`config.mk`:
```
export PLATFORM = sky130hd
export DESIGN_NAME = uart_tx_fifo
export DESIGN_NICKNAME = d
export VERILOG_FILES = /design/src/rtl/uart_pkg.sv /design/src/rtl/sync_bit.sv /design/src/rtl/uart_tx_fifo.sv
export SDC_FILE = /design/constraint.sdc
export NUM_CORES = 1
export LEC_CHECK = 0
export CORE_MARGIN = 3
export CORE_UTILIZATION = 60
export DETAILED_ROUTE_END_ITERATION = 10
export GPL_TIMING_DRIVEN = 0
export PLACE_DENSITY = 0.88
export SLEW_MARGIN = 20
export SYNTH_ARGS = -nofsm -noshare
export SYNTH_HDL_FRONTEND = slang
export SYNTH_SLANG_ARGS = --single-unit
```
`constraint.sdc`:
```
create_clock -name clk_CPU -period 2.7 [get_ports clk_CPU]
set_clock_uncertainty 0.2 [all_clocks]
set_input_delay 0.54 -clock clk_CPU [delete_from_list [all_inputs] [get_ports clk_CPU]]
set_output_delay 0.54 -clock clk_CPU [all_outputs]
set_load 0.01 [all_outputs]
```
`src/rtl/uart_pkg.sv`:
```
`default_nettype none
// ============================================================================
//  Module   : uart_pkg
//  Brief    : Shared types and default constants for the UART transmit buffer
//  Revision : 1.0  initial release
// ============================================================================
package uart_pkg;

  localparam int UART_FIFO_DEPTH  = 16;
  localparam int UART_SYNC_STAGES = 2;

  // Launch sequencer states; WAIT_IDLE is the post-reset entry state.
  typedef enum logic [1:0] {
    WAIT_IDLE = 2'd0,
    IDLE      = 2'd1,
    SEND      = 2'd2,
    RELEASE   = 2'd3
  } tx_state_e;

endpackage
`default_nettype wire

```
`src/rtl/sync_bit.sv`:
```
`default_nettype none
// ============================================================================
//  Module   : sync_bit
//  Brief    : Multi-flop single-bit synchroniser, asynchronously cleared to 0
//  Revision : 1.0  initial release
// ============================================================================
module sync_bit #(
  parameter int STAGES = 2
) (
  input  logic clk_i,
  input  logic rst_i,
  input  logic d_i,
  output logic q_o
);

  logic [STAGES-1:0] sync_q;

  // Shift the foreign-domain bit through the flop chain.
  always_ff @(posedge clk_i or posedge rst_i) begin
    if (rst_i) begin
      sync_q <= '0;
    end else begin
      sync_q <= {sync_q[STAGES-2:0], d_i};
    end
  end

  assign q_o = sync_q[STAGES-1];

endmodule
`default_nettype wire

```
`src/rtl/uart_tx_fifo.sv`:
```
`default_nettype none
// ============================================================================
//  Module   : uart_tx_fifo
//  Brief    : CPU-side byte FIFO feeding a UART send/DataOut/busy interface
//             with a send pulse-and-release handshake
//  Revision : 1.0  initial release
// ============================================================================
module uart_tx_fifo
  import uart_pkg::*;
#(
  parameter int DEPTH       = UART_FIFO_DEPTH,
  parameter int AW          = $clog2(DEPTH),
  parameter int SYNC_STAGES = UART_SYNC_STAGES
) (
  input  logic          clk_CPU,
  input  logic          rst,
  input  logic          wr_en,
  input  logic [7:0]    wr_data,
  input  logic          ovf_clr,
  input  logic          uart_busy,
  output logic          full,
  output logic          empty,
  output logic [AW:0]   level,
  output logic          overflow,
  output logic          uart_send,
  output logic [7:0]    uart_data,
  output logic          tx_active
);

  localparam int LW = AW + 1;
  localparam int PW = $clog2(SYNC_STAGES + 1);

  // Storage is deliberately left without reset.
  logic [7:0]    mem_q [DEPTH];

  logic [AW-1:0] wr_ptr_q, wr_ptr_d;
  logic [AW-1:0] rd_ptr_q, rd_ptr_d;
  logic [AW:0]   level_q,  level_d;
  logic          full_q,   full_d;
  logic          empty_q,  empty_d;
  logic          ovf_q,    ovf_d;

  tx_state_e     state_q;
  logic          send_q;
  logic [7:0]    data_q;
  logic [PW-1:0] prime_q;

  logic          busy_s;
  logic          push;
  logic          pop;

  sync_bit #(
    .STAGES (SYNC_STAGES)
  ) u_busy_sync (
    .clk_i (clk_CPU),
    .rst_i (rst),
    .d_i   (uart_busy),
    .q_o   (busy_s)
  );

  // A write into a full FIFO is dropped even if a pop frees a slot that cycle.
  assign push = wr_en && !full_q;
  assign pop  = (state_q == IDLE) && !empty_q;

  // Next-state for pointers, occupancy flags and sticky overflow.
  always_comb begin
    wr_ptr_d = wr_ptr_q;
    rd_ptr_d = rd_ptr_q;
    level_d  = level_q;
    ovf_d    = ovf_q;
    if (push) begin
      wr_ptr_d = wr_ptr_q + AW'(1);
    end
    if (pop) begin
      rd_ptr_d = rd_ptr_q + AW'(1);
    end
    if (push && !pop) begin
      level_d = level_q + LW'(1);
    end else if (pop && !push) begin
      level_d = level_q - LW'(1);
    end
    full_d  = (level_d == LW'(DEPTH));
    empty_d = (level_d == '0);
    // A dropped write takes priority over a clear in the same cycle.
    if (wr_en && full_q) begin
      ovf_d = 1'b1;
    end else if (ovf_clr) begin
      ovf_d = 1'b0;
    end
  end

  // Register the FIFO bookkeeping.
  always_ff @(posedge clk_CPU or posedge rst) begin
    if (rst) begin
      wr_ptr_q <= '0;
      rd_ptr_q <= '0;
      level_q  <= '0;
      full_q   <= 1'b0;
      empty_q  <= 1'b1;
      ovf_q    <= 1'b0;
    end else begin
      wr_ptr_q <= wr_ptr_d;
      rd_ptr_q <= rd_ptr_d;
      level_q  <= level_d;
      full_q   <= full_d;
      empty_q  <= empty_d;
      ovf_q    <= ovf_d;
    end
  end

  // Capture accepted bytes into the storage array.
  always_ff @(posedge clk_CPU) begin
    if (push) begin
      mem_q[wr_ptr_q] <= wr_data;
    end
  end

  // Launch sequencer with registered send/data outputs.
  always_ff @(posedge clk_CPU or posedge rst) begin
    if (rst) begin
      state_q <= WAIT_IDLE;
      send_q  <= 1'b0;
      data_q  <= 8'h00;
      prime_q <= '0;
    end else begin
      case (state_q)
        WAIT_IDLE: begin
          // The synchroniser restarts from 0 after reset, so its output is
          // only trusted once it has been refilled with live samples.
          if (prime_q != PW'(SYNC_STAGES)) begin
            prime_q <= prime_q + PW'(1);
          end else if (!busy_s) begin
            state_q <= IDLE;
          end
        end
        IDLE: begin
          if (!empty_q) begin
            data_q  <= mem_q[rd_ptr_q];
            send_q  <= 1'b1;
            state_q <= SEND;
          end
        end
        SEND: begin
          if (busy_s) begin
            send_q  <= 1'b0;
            state_q <= RELEASE;
          end
        end
        RELEASE: begin
          if (!busy_s) begin
            state_q <= IDLE;
          end
        end
        default: begin
          send_q  <= 1'b0;
          state_q <= WAIT_IDLE;
        end
      endcase
    end
  end

  assign full      = full_q;
  assign empty     = empty_q;
  assign level     = level_q;
  assign overflow  = ovf_q;
  assign uart_send = send_q;
  assign uart_data = data_q;
  assign tx_active = (state_q != IDLE);

endmodule
`default_nettype wire

```
; Word-level counts from Yosys, hierarchy flattened
; Memories as Yosys holds them, arrays and structs flattened. A register that Yosys moved wholly into a read port is not among the register bits.
; Index checks and enable logic that the tools add are counted.
[word_totals]
mem_bits_rw = 128
wordCells = 57
reg_bits = 23
mem_count = 1
[memory_table]
columns = memory, words, width, rd, rd_clocked_by_memory_dff, write_ports, line_no
row1 = mem_q, 16, 8, 1, 1, 1, uart_tx_fifo.sv:34  ; logic [7:0] mem_q [DEPTH];
[classes]
n_reduce_logical = 17
n_addsub = 5
n_mux = 14
eq_ne = 9
bitwise = 1
[ops]
columns = operator, count
row1 = $mux 5, 2
row2 = $add 4x1->4 const B, 2
row3 = $mux 2, 4
row4 = $pmux 2 s4, 1
row5 = $mux 1, 6
row6 = $ne 2x2->1 const B, 3
row7 = $reduce_and 3->1, 2
row8 = $add 5x1->5 const B, 1
row9 = $eq 5x5->1 const B, 1
row10 = $logic_and 1x1->1, 5
row11 = $logic_not 5->1, 1
row12 = $sub 5x1->5 const B, 1
row13 = $eq 2x2->1 const B, 2
row14 = $logic_not 1->1, 4
row15 = $ne 2x1->1 const B, 2
row16 = $reduce_and 2->1, 2
row17 = $reduce_bool 2->1, 2
row18 = $add 2x1->2 const B, 1
row19 = $eq 2x1->1 const B, 1
row20 = $logic_not 2->1, 1
row21 = $pmux 1 s2, 1
row22 = $not 1->1, 1

; Logic depth before layout (Yosys ltp)
[depth]
word_depth = 7
mapped_depth = 8
depth_no_buf = 7

; By module
; A second synthesis with hierarchy kept.
[unflattened]
cells_unflattened = 397
hier_area_um2 = 6487.5
[modules_own_cells]
columns = mod, n_inst, seq_area_each_um2, area_each_um2, cells_each
row1 = uart_tx_fifo, 1, 4570.6, 6433.7, 394
row2 = sync_bit, 1, 50.0, 53.8, 3

; Worst setup path after synthesis
; No wires, ideal clock.
[synth_path]
kind = register to register
startpoint = register state_q[0]
endpoint = register empty_q, in the netlist empty
path_stages_with_launch = 8
arrival_ps = 1691
period_less_slack_ps = 1981
setup_ps = 90
setup_slack_ps = 719
cell_sequence = dfrtp_1 -> ha_1 -> and2b_1 -> buf_4 -> nor2_2 -> a22oi_1 -> xnor2_1 -> nor4_2
[synth_via]
elab_chain_cells = 6
elab_cells_between_ends = 8
classes_between = eq/ne: 1 / mux: 2 / reduce/logical: 5
[synth_lines]
columns = item, line_no
row1 = start: declaration, uart_tx_fifo.sv:43  ; tx_state_e state_q;
row2 = start signal: assignment, uart_tx_fifo.sv:121  ; state_q <= WAIT_IDLE;
row3 = start signal: assignment, uart_tx_fifo.sv:133  ; state_q <= IDLE;
row4 = start signal: assignment, uart_tx_fifo.sv:140  ; state_q <= SEND;
row5 = $eq 2x1->1 (*), uart_tx_fifo.sv:63  ; assign pop = (state_q == IDLE) && !empty_q;
row6 = $logic_and 1x1->1 (*), uart_tx_fifo.sv:63
row7 = $logic_and 1x1->1 / $logic_not 1->1 (equally long branches), "uart_tx_fifo.sv:79, uart_tx_fifo.sv:77"
row8 = $mux 5 / $logic_and 1x1->1 (equally long branches), "uart_tx_fifo.sv:79, uart_tx_fifo.sv:77"
row9 = $mux 5 (*), uart_tx_fifo.sv:77  ; if (push && !pop) begin
row10 = named net level_d[3], uart_tx_fifo.sv:38  ; logic [AW:0] level_q, level_d;
row11 = $logic_not 5->1 (*), uart_tx_fifo.sv:83  ; empty_d = (level_d == '0);
row12 = named net empty_d, uart_tx_fifo.sv:40  ; logic empty_q, empty_d;
row13 = end signal: assignment, uart_tx_fifo.sv:106  ; empty_q <= empty_d;
row14 = end: declaration, uart_tx_fifo.sv:40
; The timed path passes the listed nets; every way through them passes the cells marked *.
; A chain may end at the register's enable or synchronous reset.

; Final worst setup path
[layout_path]
startpoint = register state_q[1]
endpoint = register full_q, in the netlist full
[layout_via]
elab_chain_cells = 6
elab_cells_between_ends = 8
classes_between = eq/ne: 2 / mux: 2 / reduce/logical: 4
[layout_lines]
columns = item, line_no
row1 = $eq 2x1->1 (*), uart_tx_fifo.sv:63
row2 = $logic_and 1x1->1 (*), uart_tx_fifo.sv:63
row3 = $logic_and 1x1->1 / $logic_not 1->1 (equally long branches), "uart_tx_fifo.sv:79, uart_tx_fifo.sv:77"
row4 = $mux 5 / $logic_and 1x1->1 (equally long branches), "uart_tx_fifo.sv:79, uart_tx_fifo.sv:77"
row5 = $mux 5 (*), uart_tx_fifo.sv:77
row6 = named net level_d[3], uart_tx_fifo.sv:38
row7 = $eq 5x5->1 (*), uart_tx_fifo.sv:82  ; full_d = (level_d == LW'(DEPTH));
row8 = named net full_d, uart_tx_fifo.sv:39  ; logic full_q, full_d;
row9 = end signal: assignment, uart_tx_fifo.sv:105  ; full_q <= full_d;
row10 = end: declaration, uart_tx_fifo.sv:39
; Marked as above.

==> results.tsv <==
stage	metric	value	unit
clock_tree	cts_root_buf	clkbuf_8	
floorplan	rows	37	
timing	report.final.slew_viol_count	0	
synthesis	synth_cells	389	
place	hpwlAfterDp	8340	um
synthesis	synth-xor-area-share	1.47	%
timing	post-route-period-util	88.6	%
power_and_ir_drop	power.density	1100	nW/um2
run_status	outcome	finished clean	
timing	clock.fmax	418	MHz
layout	layout.cells.non_filler	587	
setup_path	cp_max_fo	9	
setup_path	r2r_start	state_q[1]	
routing	drt-total-wl	13500	um
routing	ant_nets	0	
setup_path	worstPathRequired	2920	ps
floorplan	die_w	111	um
clock_tree	numCtsBuffers	17	
clock_tree	cts.clk_slew.worst_paths	60	ps
synthesis	synth_top_family_by_area	multiplexers	
clock_tree	max-clock-path-buffers	2	
routing	drt-pass1-iter-count	6	
setup_path	end_kind	register	
timing	period_needed	2390	ps
routing	vias_per_cell	6.20	
place	gp_congestion	0.822	
synthesis	syn-cell-area	6560	um2
routing	drc	0	
timing	setup_slack	307	ps
setup_path	r2r_slack	310	ps
routing	vias	3638	
synthesis	synth_fa_ha_area_share	2.10	%
clock_tree	h-tree-depth	4	
timing	relSlewSlack	52.5	%
place	io_buffer_count	30	
power_and_ir_drop	swShare	32.4	%
hold_path	hold_start	u_busy_sync.sync_q[0]	
setup_path	crit_type	reg -> reg	
synthesis	yosysSeqAreaShare	70.5	%
floorplan	ios	31	
routing	initialDrtViolationCount	344	
clock_tree	clock_sinks	159	
layout	diodes	0	
synthesis	synth_cell_type_count	43	
grt	grt_usage	23.4	%
power_and_ir_drop	pwr-share-seq	40.1	%
hold_path	hold_depth	0	
synthesis	synth_mux_area_share	12.8	%
grt	grt_pass1_vias	3749	
clock_tree	clock_latency	540	ps
layout	drive_above_1_share	17.1	%
floorplan	die_area	12200	um2
synthesis	ys_warn_count	0	
hold_path	min_path_type	reg -> reg	
clock_tree	cts_setup_buffers	0	
power_and_ir_drop	power_frac_comb	32.8	%
setup_path	cp-start-kind	register	
power_and_ir_drop	power_leakage	0.00270	uW
synthesis	synth_compound_area_share	4.16	%
setup_path	worst_ep_arrival_time	2610	ps
power_and_ir_drop	max-vdd-ir-drop	0.507	mV
power_and_ir_drop	power.switching	2690	uW
job	max-cap-violations	0	
layout	fill_cells	599	
synthesis	syn-num-nets	413	
layout	area_growth	15.8	%
timing	rsz0062_at_grt	no	
grt	grt_max_degree	32	
timing	finalHoldViolations	0	
synthesis	synth_simple_gate_area_share	6.74	%
layout	final_nets	462	
clock_tree	cts_tree	yes	
setup_path	r2r-end	full	
power_and_ir_drop	finalPower	8310	uW
synthesis	synth.avg_cell_area	16.9	um2
hold_path	worst_hold_path.endpoint	u_busy_sync.sync_q[1]	
power_and_ir_drop	internal_power	5620	uW
timing	tightest_slew	710	ps
grt	overflow	0	
timing	setup_viol	0	
floorplan	fp.coreArea	10500	um2
grt	grt_pass1_wl	21200	um
power_and_ir_drop	p_clk_share	27.2	%
routing	drt-wirelength-per-cell	23.0	um
place	dp.cells	555	
synthesis	synth-seq-cells	159	
floorplan	die_h	111	um
floorplan	start_util	62.7	%
grt	antenna_found_initial	0	
setup_path	worstRegToRegCells	8	
place	post-place-ws	-12.8	ps
[layer usage]
| metal | share of wire [%] | track usage (%) | up-vias |
|---|---|---|---|
| li1 | - | - | 1591 |
| met1 | 40 | 31.2 | 1774 |
| met2 | 48 | 36.4 | 223 |
| met3 | 9.3 | 6.52 | 50 |
| met4 | 3.6 | 10.4 | 0 |
| met5 | 0 | 0 | - |
[registers in the layout, summed over array words and instances (netlist names)]
name and cells:
mem_q 128, uart_data 8, level 5, rd_ptr_q 4, wr_ptr_q 4, prime_q 2
state_q 2, u_busy_sync.sync_q 2, empty 1, full 1, overflow 1, uart_send 1
[power groups by stage]
stage	registers [uW]	logic, uW	clock network (uW)
after floorplan	3330	1800	0
after global placement	3320	2550	0
after detailed placement	3350	2640	0
after CTS	3320	2720	2270
after global routing	3360	2930	2380
final	3330	2720	2260
[worst max-delay path, cell delays in order (launching register included)]
cell	delay (ps)
dfrtp_1	370
inv_1	70
ha_1	240
and2b_1	180
buf_4	170
nor2_2	250
a22oi_1	160
xnor2_1	240
nor4b_2	400
[how the worst max path moves through the flow]
stage | start | end | slack (ps) | depth (start not counted)
after global placement | wr_en | mem_q[9][2] | 130 | 4
final | state_q[1] | full | 310 | 8
after floorplan | state_q[0] | empty | 720 | 7
after global routing | state_q[1] | full | 140 | 7
after CTS | state_q[1] | tx_active | 80 | 4
after detailed placement | wr_en | mem_q[4][5] | -10 | 6
[cell type report]
| type | instances | area (um2) | share of cell area, % |
|---|---|---|---|
| plain buffers | 16 | 108 | 1.42 |
| clock buffers | 18 | 418 | 5.51 |
| clock inverters | 14 | 143 | 1.88 |
| inverters | 10 | 37.5 | 0.495 |
| multi-input cells | 204 | 1790 | 23.6 |
| flip-flops and latches | 159 | 4620 | 60.9 |
| well taps | 136 | 170 | 2.24 |
| repair buffers | 30 | 303 | 3.99 |
[cells in the mapped netlist (all sizes together)]
master | number | area, um2
nor2b | 2 | 12.5
o21ai | 14 | 70.1
ha | 11 | 138
or2 | 1 | 6.26
nor3b | 1 | 7.51
nand4 | 2 | 12.5
and2b | 1 | 7.51
o211ai | 1 | 7.51
xnor2 | 11 | 96.3
o32ai | 1 | 8.76
nor4b | 1 | 15.0
nor4 | 2 | 18.8
nand3 | 2 | 10.0
mux2i | 24 | 240
a22oi | 3 | 22.5
o22ai | 16 | 138
and2 | 16 | 100
dfstp | 1 | 26.3
nand2b | 5 | 31.3
o21a | 1 | 7.51
buf | 15 | 104
nand2 | 25 | 93.8
nor2 | 14 | 55.1
dfrtp | 30 | 751
clkbuf | 1 | 3.75
inv | 10 | 37.5
o31ai | 1 | 7.51
nand4b | 1 | 8.76
mux4 | 16 | 398
mux2 | 18 | 203
a31oi | 1 | 6.26
a21oi | 1 | 5.00
nor3 | 10 | 50.1
and3 | 2 | 12.5
edfxtp | 128 | 3840
[per-stage QoR]
step | instance area [um2] | hold WS (ps) | TNS (ps) | util (%)
3_5_place_dp | 7030 | 148 | -99.1 | 67.1
6_report | 7590 | 157 | 0 | 72.5
4_1_cts | 7590 | 162 | 0 | 72.5
2_1_floorplan | 6560 | 131 | 0 | -
5_1_grt | 7590 | 180 | 0 | 72.5
3_3_place_gp | 7030 | 133 | 0 | 67.1
[cells by family (layout without fill, tap and decap cells)]
family	Yosys count	after routing
flops	159	159
fa+ha+maj	11	11
buf+inv	26	88
compound gates	39	39
mux	58	58
xor+xnor	11	11
simple gates	85	85
[layout by cell type, fill, tap and decap left out, drive strengths merged, types with 2 or more instances in the layout]
master and n:
nand3 2, o21ai 14, nor4 2, nand2b 5
nor2 14, nand4 2, o22ai 16, buf 15
clkdlybuf4s50 29, and2 16, mux4 16, ha 11
mux2i 24, bufinv 2, a22oi 3, nor2b 2
mux2 18, clkinvlp 5, inv 12, dfrtp 30
clkinv 5, edfxtp 128, clkbuf 19, and3 2
nand2 25, xnor2 11, nor3 10
[repair_timing]
action	4_1_cts	5_1_grt
hold buffers	0	0
setup endpoints to repair	0	1
gates resized for setup	0	1
Power figures use the tool's default switching activity.
